## config.mk

```make
export PLATFORM = sky130hd
export DESIGN_NAME = restoring_divider
export DESIGN_NICKNAME = d
export VERILOG_FILES = /design/src/rtl/restoring_divider.sv
export SDC_FILE = /design/constraint.sdc
export NUM_CORES = 1
export LEC_CHECK = 0
export BUFFER_PORTS_ARGS = -buffer_cell sky130_fd_sc_hd__buf_4
export CORE_ASPECT_RATIO = 0.7
export CORE_MARGIN = 5
export CORE_UTILIZATION = 61
export DETAILED_ROUTE_END_ITERATION = 6
export GPL_ROUTABILITY_DRIVEN = 0
export PLACE_DENSITY = 0.85
export SETUP_SLACK_MARGIN = 0.05
export SYNTH_ARGS = -nofsm -noshare
export SYNTH_HDL_FRONTEND = slang
export SYNTH_SLANG_ARGS = --single-unit
```

## constraint.sdc

```tcl
create_clock -name i_CLK -period 3.8 [get_ports i_CLK]
set_clock_uncertainty 0.05 [all_clocks]
set_input_delay 0.19 -clock i_CLK [delete_from_list [all_inputs] [get_ports i_CLK]]
set_output_delay 0.19 -clock i_CLK [all_outputs]
set_load 0.05 [all_outputs]
```

## src/rtl/restoring_divider.sv

```systemverilog
// Unsigned restoring divider, one quotient bit per clock; results P_WIDTH cycles after start, 1 cycle for divide-by-zero.
// No backpressure: i_START is only sampled while idle, outputs hold until the next accepted start.
module restoring_divider #(
    parameter int P_WIDTH = 8
) (
    input  logic               i_CLK,
    input  logic               i_RST,
    input  logic               i_START,
    input  logic [P_WIDTH-1:0] i_DIVIDEND,
    input  logic [P_WIDTH-1:0] i_DIVISOR,
    output logic               o_BUSY,
    output logic               o_DONE,
    output logic [P_WIDTH-1:0] o_QUOTIENT,
    output logic [P_WIDTH-1:0] o_REMAINDER,
    output logic               o_DIV_BY_ZERO
);

    localparam int CW = $clog2(P_WIDTH + 1);

    typedef enum logic {IDLE, CALC} state_t;

    state_t             state;
    logic [CW-1:0]      cnt;
    logic [P_WIDTH-1:0] d;
    logic [P_WIDTH-1:0] q;
    // Restored remainder is always below D, so its top bit is always zero and is not stored.
    logic [P_WIDTH-1:0] r;

    logic [P_WIDTH:0]   shifted;
    logic [P_WIDTH:0]   trial;
    logic               q_bit;
    logic [P_WIDTH-1:0] r_next;
    logic [P_WIDTH-1:0] q_next;

    always_comb begin
        shifted = {r, q[P_WIDTH-1]};
        trial   = shifted - {1'b0, d};
        q_bit   = ~trial[P_WIDTH];
        r_next  = q_bit ? trial[P_WIDTH-1:0] : shifted[P_WIDTH-1:0];
        q_next  = {q[P_WIDTH-2:0], q_bit};
    end

    always_ff @(posedge i_CLK or posedge i_RST) begin
        if (i_RST) begin
            state         <= IDLE;
            cnt           <= '0;
            d             <= '0;
            q             <= '0;
            r             <= '0;
            o_BUSY        <= 1'b0;
            o_DONE        <= 1'b0;
            o_QUOTIENT    <= '0;
            o_REMAINDER   <= '0;
            o_DIV_BY_ZERO <= 1'b0;
        end else begin
            o_DONE <= 1'b0;
            case (state)
                IDLE: begin
                    if (i_START) begin
                        if (i_DIVISOR != '0) begin
                            d             <= i_DIVISOR;
                            q             <= i_DIVIDEND;
                            r             <= '0;
                            cnt           <= CW'(P_WIDTH);
                            o_DIV_BY_ZERO <= 1'b0;
                            o_BUSY        <= 1'b1;
                            state         <= CALC;
                        end else begin
                            o_QUOTIENT    <= '1;
                            o_REMAINDER   <= i_DIVIDEND;
                            o_DIV_BY_ZERO <= 1'b1;
                            o_DONE        <= 1'b1;
                        end
                    end
                end
                CALC: begin
                    r   <= r_next;
                    q   <= q_next;
                    cnt <= cnt - CW'(1);
                    if (cnt == CW'(1)) begin
                        o_QUOTIENT  <= q_next;
                        o_REMAINDER <= r_next;
                        o_DONE      <= 1'b1;
                        o_BUSY      <= 1'b0;
                        state       <= IDLE;
                    end
                end
                default: state <= IDLE;
            endcase
        end
    end

endmodule

```

-- Word level (Yosys, flattened, before mapping)
Index checks and enable logic that the tools add are counted.
- bits in registers: 48
- output and inout port bits: 19
- logic and storage cells: 55
- input port bits: 19
- $add $sub $neg: 2
- reduce and logical (&&, ||, !) cells: 6
- muxes and demuxes: 30
- bitwise gates (word level): 2
- equal/unequal tests: 5
- operators by type and width (operator ; number):
    $mux 8 ; 11
    $pmux 8 s2 ; 4
    $mux 1 ; 9
    $reduce_and 3->1 ; 3
    $sub 9x8->9 ; 1
    $mux 4 ; 2
    $pmux 4 s2 ; 1
    $reduce_bool 8->1 ; 1
    $ne 2x2->1 const B ; 3
    $pmux 1 s2 ; 3
    $eq 4x1->1 const B ; 1
    $reduce_and 2->1 ; 2
    $sub 4x1->4 const B ; 1
    $ne 2x1->1 const B ; 1
    $not 1->1 ; 2

-- Logic depth before layout (Yosys ltp)
- depth in word-level cells: 4
- gate-level depth with buffers: 10
- mapped depth without buffers: 9

-- Least setup slack after synthesis
Ideal clock, no wire load.
- path type: reg-to-reg
- from: reg q[7]
- to: reg o_REMAINDER[1]
- buffers on the path: 1
- cell stages (with the launch flop): 11
- arrival: 2.272 ns
- library setup time: 0.126 ns
- clock period less this slack: 2.448 ns
- path slack: 1.352 ns
- data required time: 3.624 ns
- cells stage by stage: dfrtp_1 > inv_1 > ha_1 > inv_1 > fa_1 > a211oi_2 > nor4b_2 > o211a_1 > buf_6 > and3_1 > o32a_1
- word-level cells in the longest chain between the ends: 4
- ends and longest elaborated chain (element ; line ; text):
    start: declaration ; 25 ; logic [P_WIDTH-1:0] q;
    start signal: assignment ; 62 ; q <= i_DIVIDEND;
    start signal: assignment ; 78 ; q <= q_next;
    $sub 9x8->9 ; 37 ; trial = shifted - {1'b0, d};
    $mux 8 ; 39 ; r_next = q_bit ? trial[P_WIDTH-1:0] : shifted[P_WIDTH-1:0];
    $mux 8 ; 80 ; if (cnt == CW'(1)) begin
    $pmux 8 s2 ; 57 ; case (state)
    end signal: assignment ; 70 ; o_REMAINDER <= i_DIVIDEND;
    end signal: assignment ; 82 ; o_REMAINDER <= r_next;
    end: declaration ; 14 ; output logic [P_WIDTH-1:0] o_REMAINDER,
Every way passes these cells. The select of a mux whose other input is x is not followed.
A chain may end at the register's enable or synchronous reset.

-- Worst setup path after layout
- from: reg q[7]
- to: reg o_REMAINDER[5]
The elaborated chain is that of the path after synthesis.

==> metrics.md <==
| Metric | Value |
|---|---|
| Core footprint | 3990 sq um |
| Minimum clock period after layout | between 2 and 3 ns |
| Iteration-0 DRC Markers | 238 |
| Die area | ~5600 sq um |
| Synthesis-to-finish area growth | 15.5% |
| Diode count | 0 |
| IO buf count | 37 |
| Post-synthesis sequential area ratio | between 40% and 50% |
| Synth area leaders | dfrtp_1 47%, ha_1 4.9%, nand2_1 4.7%, o21ai_0 3.1%, inv_1 2.9% |
| Vias per inst | approximately 6.0 |
| Achievable frequency | around 0.36 GHz |
| Postcts setup bufs | 0 |
| Post-Syn Instances | 258 |
| CP Class | reg2reg |
| Area leader, netlist | dfrtp_1 |
| Nets | 322 |
| Top FF cell, synth | dfrtp_1 |
| Vias in the first global route | 1971 |
| Hold Fails Final Rpt | 0 |
| Critical path launch point type | flip-flop |
| Post-synthesis async set-or-reset flop share | 100% |
| Post-synth EDFFs | 0 |
| Max-cap violations | 0 |
| R2r setup slk | 1.02 ns |
| Avg WL per Cell | 16.9 microns |
| Element type at the critical path end | flip-flop |
| # setup viols final | 0 |
| Final period util | 73.2% |
| Clk sinks | 48 |
| Drt pass-1 iters | 4 |
| DR vias | 2075 |
| First-pass GRT wire length | around 9600 microns |
| Count leader, synth | dfrtp_1 |
| RSZ-0062 raised after global routing | no |
| Chip Height | 64.2 microns |
| Critical path arrival | just under 3 ns |
| Initial Utilization | 64.1% |
| Synth cell count leaders | 48 x dfrtp_1, 32 x nand2_1, 20 x inv_1, 16 x o21ai_0, 15 x nor2_1 |
| Overflow after GRT | 0 |
| Final Max Tran Viols | 0 |
| Cts hold-fix bufs | 0 |
| Overall Global Routing Usage | about 22% |
| CTS tree | yes |
| WP data required | 4.00 ns |
| Worst Hold Class | in2reg |
| Rows | 19 |
| Status | finished, final reports clean |
| Number of fill cells | just under 300 |
| Num CTS Buffers | 5 |
| Skew-Pair Late Insertion Delay | 0.31 ns |
| Final ANT Viol Nets | 0 |
| Clock-pin slew on the worst setup and hold paths | 0.10 ns |
| Slew headroom | 32.7% |
| CTS resizes | 0 |
| Post-route setup TNS | 0 ns |
| Share of layout cells above drive strength 1 | 20.1% |
| #FFs+latches synth | 48 |
| Clk buf depth | 2 |
| Total wire length | 5830 microns |
| Synth warnings | 0 |
| Post-synthesis area per instance | 9.92 sq um |
| Post-synthesis cell area | 2560 sq um |
| Root buf cell | clkbuf_8 |
| Max FO, Critical Path | 5 |
| Antenna violations before repair | 0 |
| CTS H-tree lvls | 2 |
| Largest net degree at the start of global routing | 49 |
| I/O pins | 38 |
| Chip width | roughly 87 microns |
| Post-synthesis net count | 288 |
| # DRC | 0 |
| Top-area cell type share of the netlist area | a little under half |
| Unique masters post-synth | 59 |
| Post-DP HPWL | around 4300 microns |
| Tightest Pin Transition | 1.01 ns |
==> worst max-delay path, stage by stage (launching register included) <==
cell and delay [ns]:
dfrtp_1 0.40, inv_1 0.09, ha_1 0.16, inv_1 0.05, fa_1 0.40, a211oi_2 0.37, or3_1 0.22, o2111ai_1 0.26
o32ai_1 0.50, o22a_1 0.22
==> worst paths after layout <==
path	start	end	depth (start not counted)
max in group asynchronous	i_RST	o_REMAINDER[6]	2
worst max-delay path	q[7]	o_REMAINDER[5]	9
worst min-delay path	i_DIVISOR[6]	d[6]	3
min in group asynchronous	i_RST	o_QUOTIENT[2]	2
worst max register to register	q[7]	o_REMAINDER[5]	9
worst min register to register	cnt[3]	cnt[3]	1
==> flip-flops by register name (all words and copies together), names as in the netlist <==
signal / cells
cnt: 4
q: 8
o_DIV_BY_ZERO: 1
state: 1
o_QUOTIENT: 8
d: 8
r: 8
o_DONE: 1
o_BUSY: 1
o_REMAINDER: 8
==> layer usage <==
metal	wire, microns	up-vias	track usage [%]
li1	-	990	-
met1	2790	991	33.1
met2	2510	90	30.5
met3	498	4	6.42
met4	37	0	6.90
met5	0	-	0
==> layout by cell type, fill, tap and decap left out, types with 2 or more instances in the layout <==
cell type	synthesis	layout
o2111ai_1	2	2
and3_1	2	2
nand2_1	32	32
a21boi_0	2	2
nor2b_1	4	4
or4_4	2	2
o22a_1	7	7
inv_1	20	19
dfrtp_1	48	48
nor3_1	5	5
o21ai_1	4	4
xor2_1	2	2
mux2i_1	7	7
nand3_1	9	9
a211oi_1	2	2
a31oi_1	4	4
a41oi_1	3	3
clkbuf_8	0	5
o211ai_1	3	3
ha_1	10	10
buf_4	1	39
a21o_1	7	7
nand2b_1	3	3
o21ai_0	16	16
nor2_1	15	15
a21oi_1	8	8
==> kinds of logic (layout without fill, tap and decap cells) <==
family,count (synthesis),after routing,share of synthesized area (%)
AND/OR/NAND/NOR,82,82,16.2
multiplexers,9,9,3.76
AO/OA/AOI/OAI,73,73,20.7
adder cells (fa/ha/maj),11,11,5.67
buffers and inverters,33,68,6.06
XOR/XNOR,2,2,0.684
flip-flops,48,48,46.9
==> area by class of cell <==
type                    count  area [sq um]  area share, %
clock buffers               5          68.8           2.33
clock inverters             3          46.3           1.57
inverters                  21          78.8           2.67
multi-input cells         177          1200           40.7
flip-flops and latches     48          1200           40.6
well taps                  52          65.1           2.20
repair buffers             39           293           9.90
==> through the flow <==
step / utilization, % / cells / instance area [sq um] / hold slack, ns / worst slack, ns
after global placement: 71.1 / 337 / 2840 / 0.355 / 1.27
after CTS: 74.0 / 345 / 2960 / 0.0413 / 1.05
after floorplan: - / 258 / 2560 / 0.257 / 1.35
after global routing: 74.0 / 345 / 2960 / 0.0521 / 0.928
final: 74.0 / 345 / 2960 / 0.0506 / 1.02
after detailed placement: 71.1 / 337 / 2840 / 0.367 / 1.07
Power is left out: the tool's default activity adds up to more than one toggle a clock period on the data nets, which glitch-free logic cannot reach.
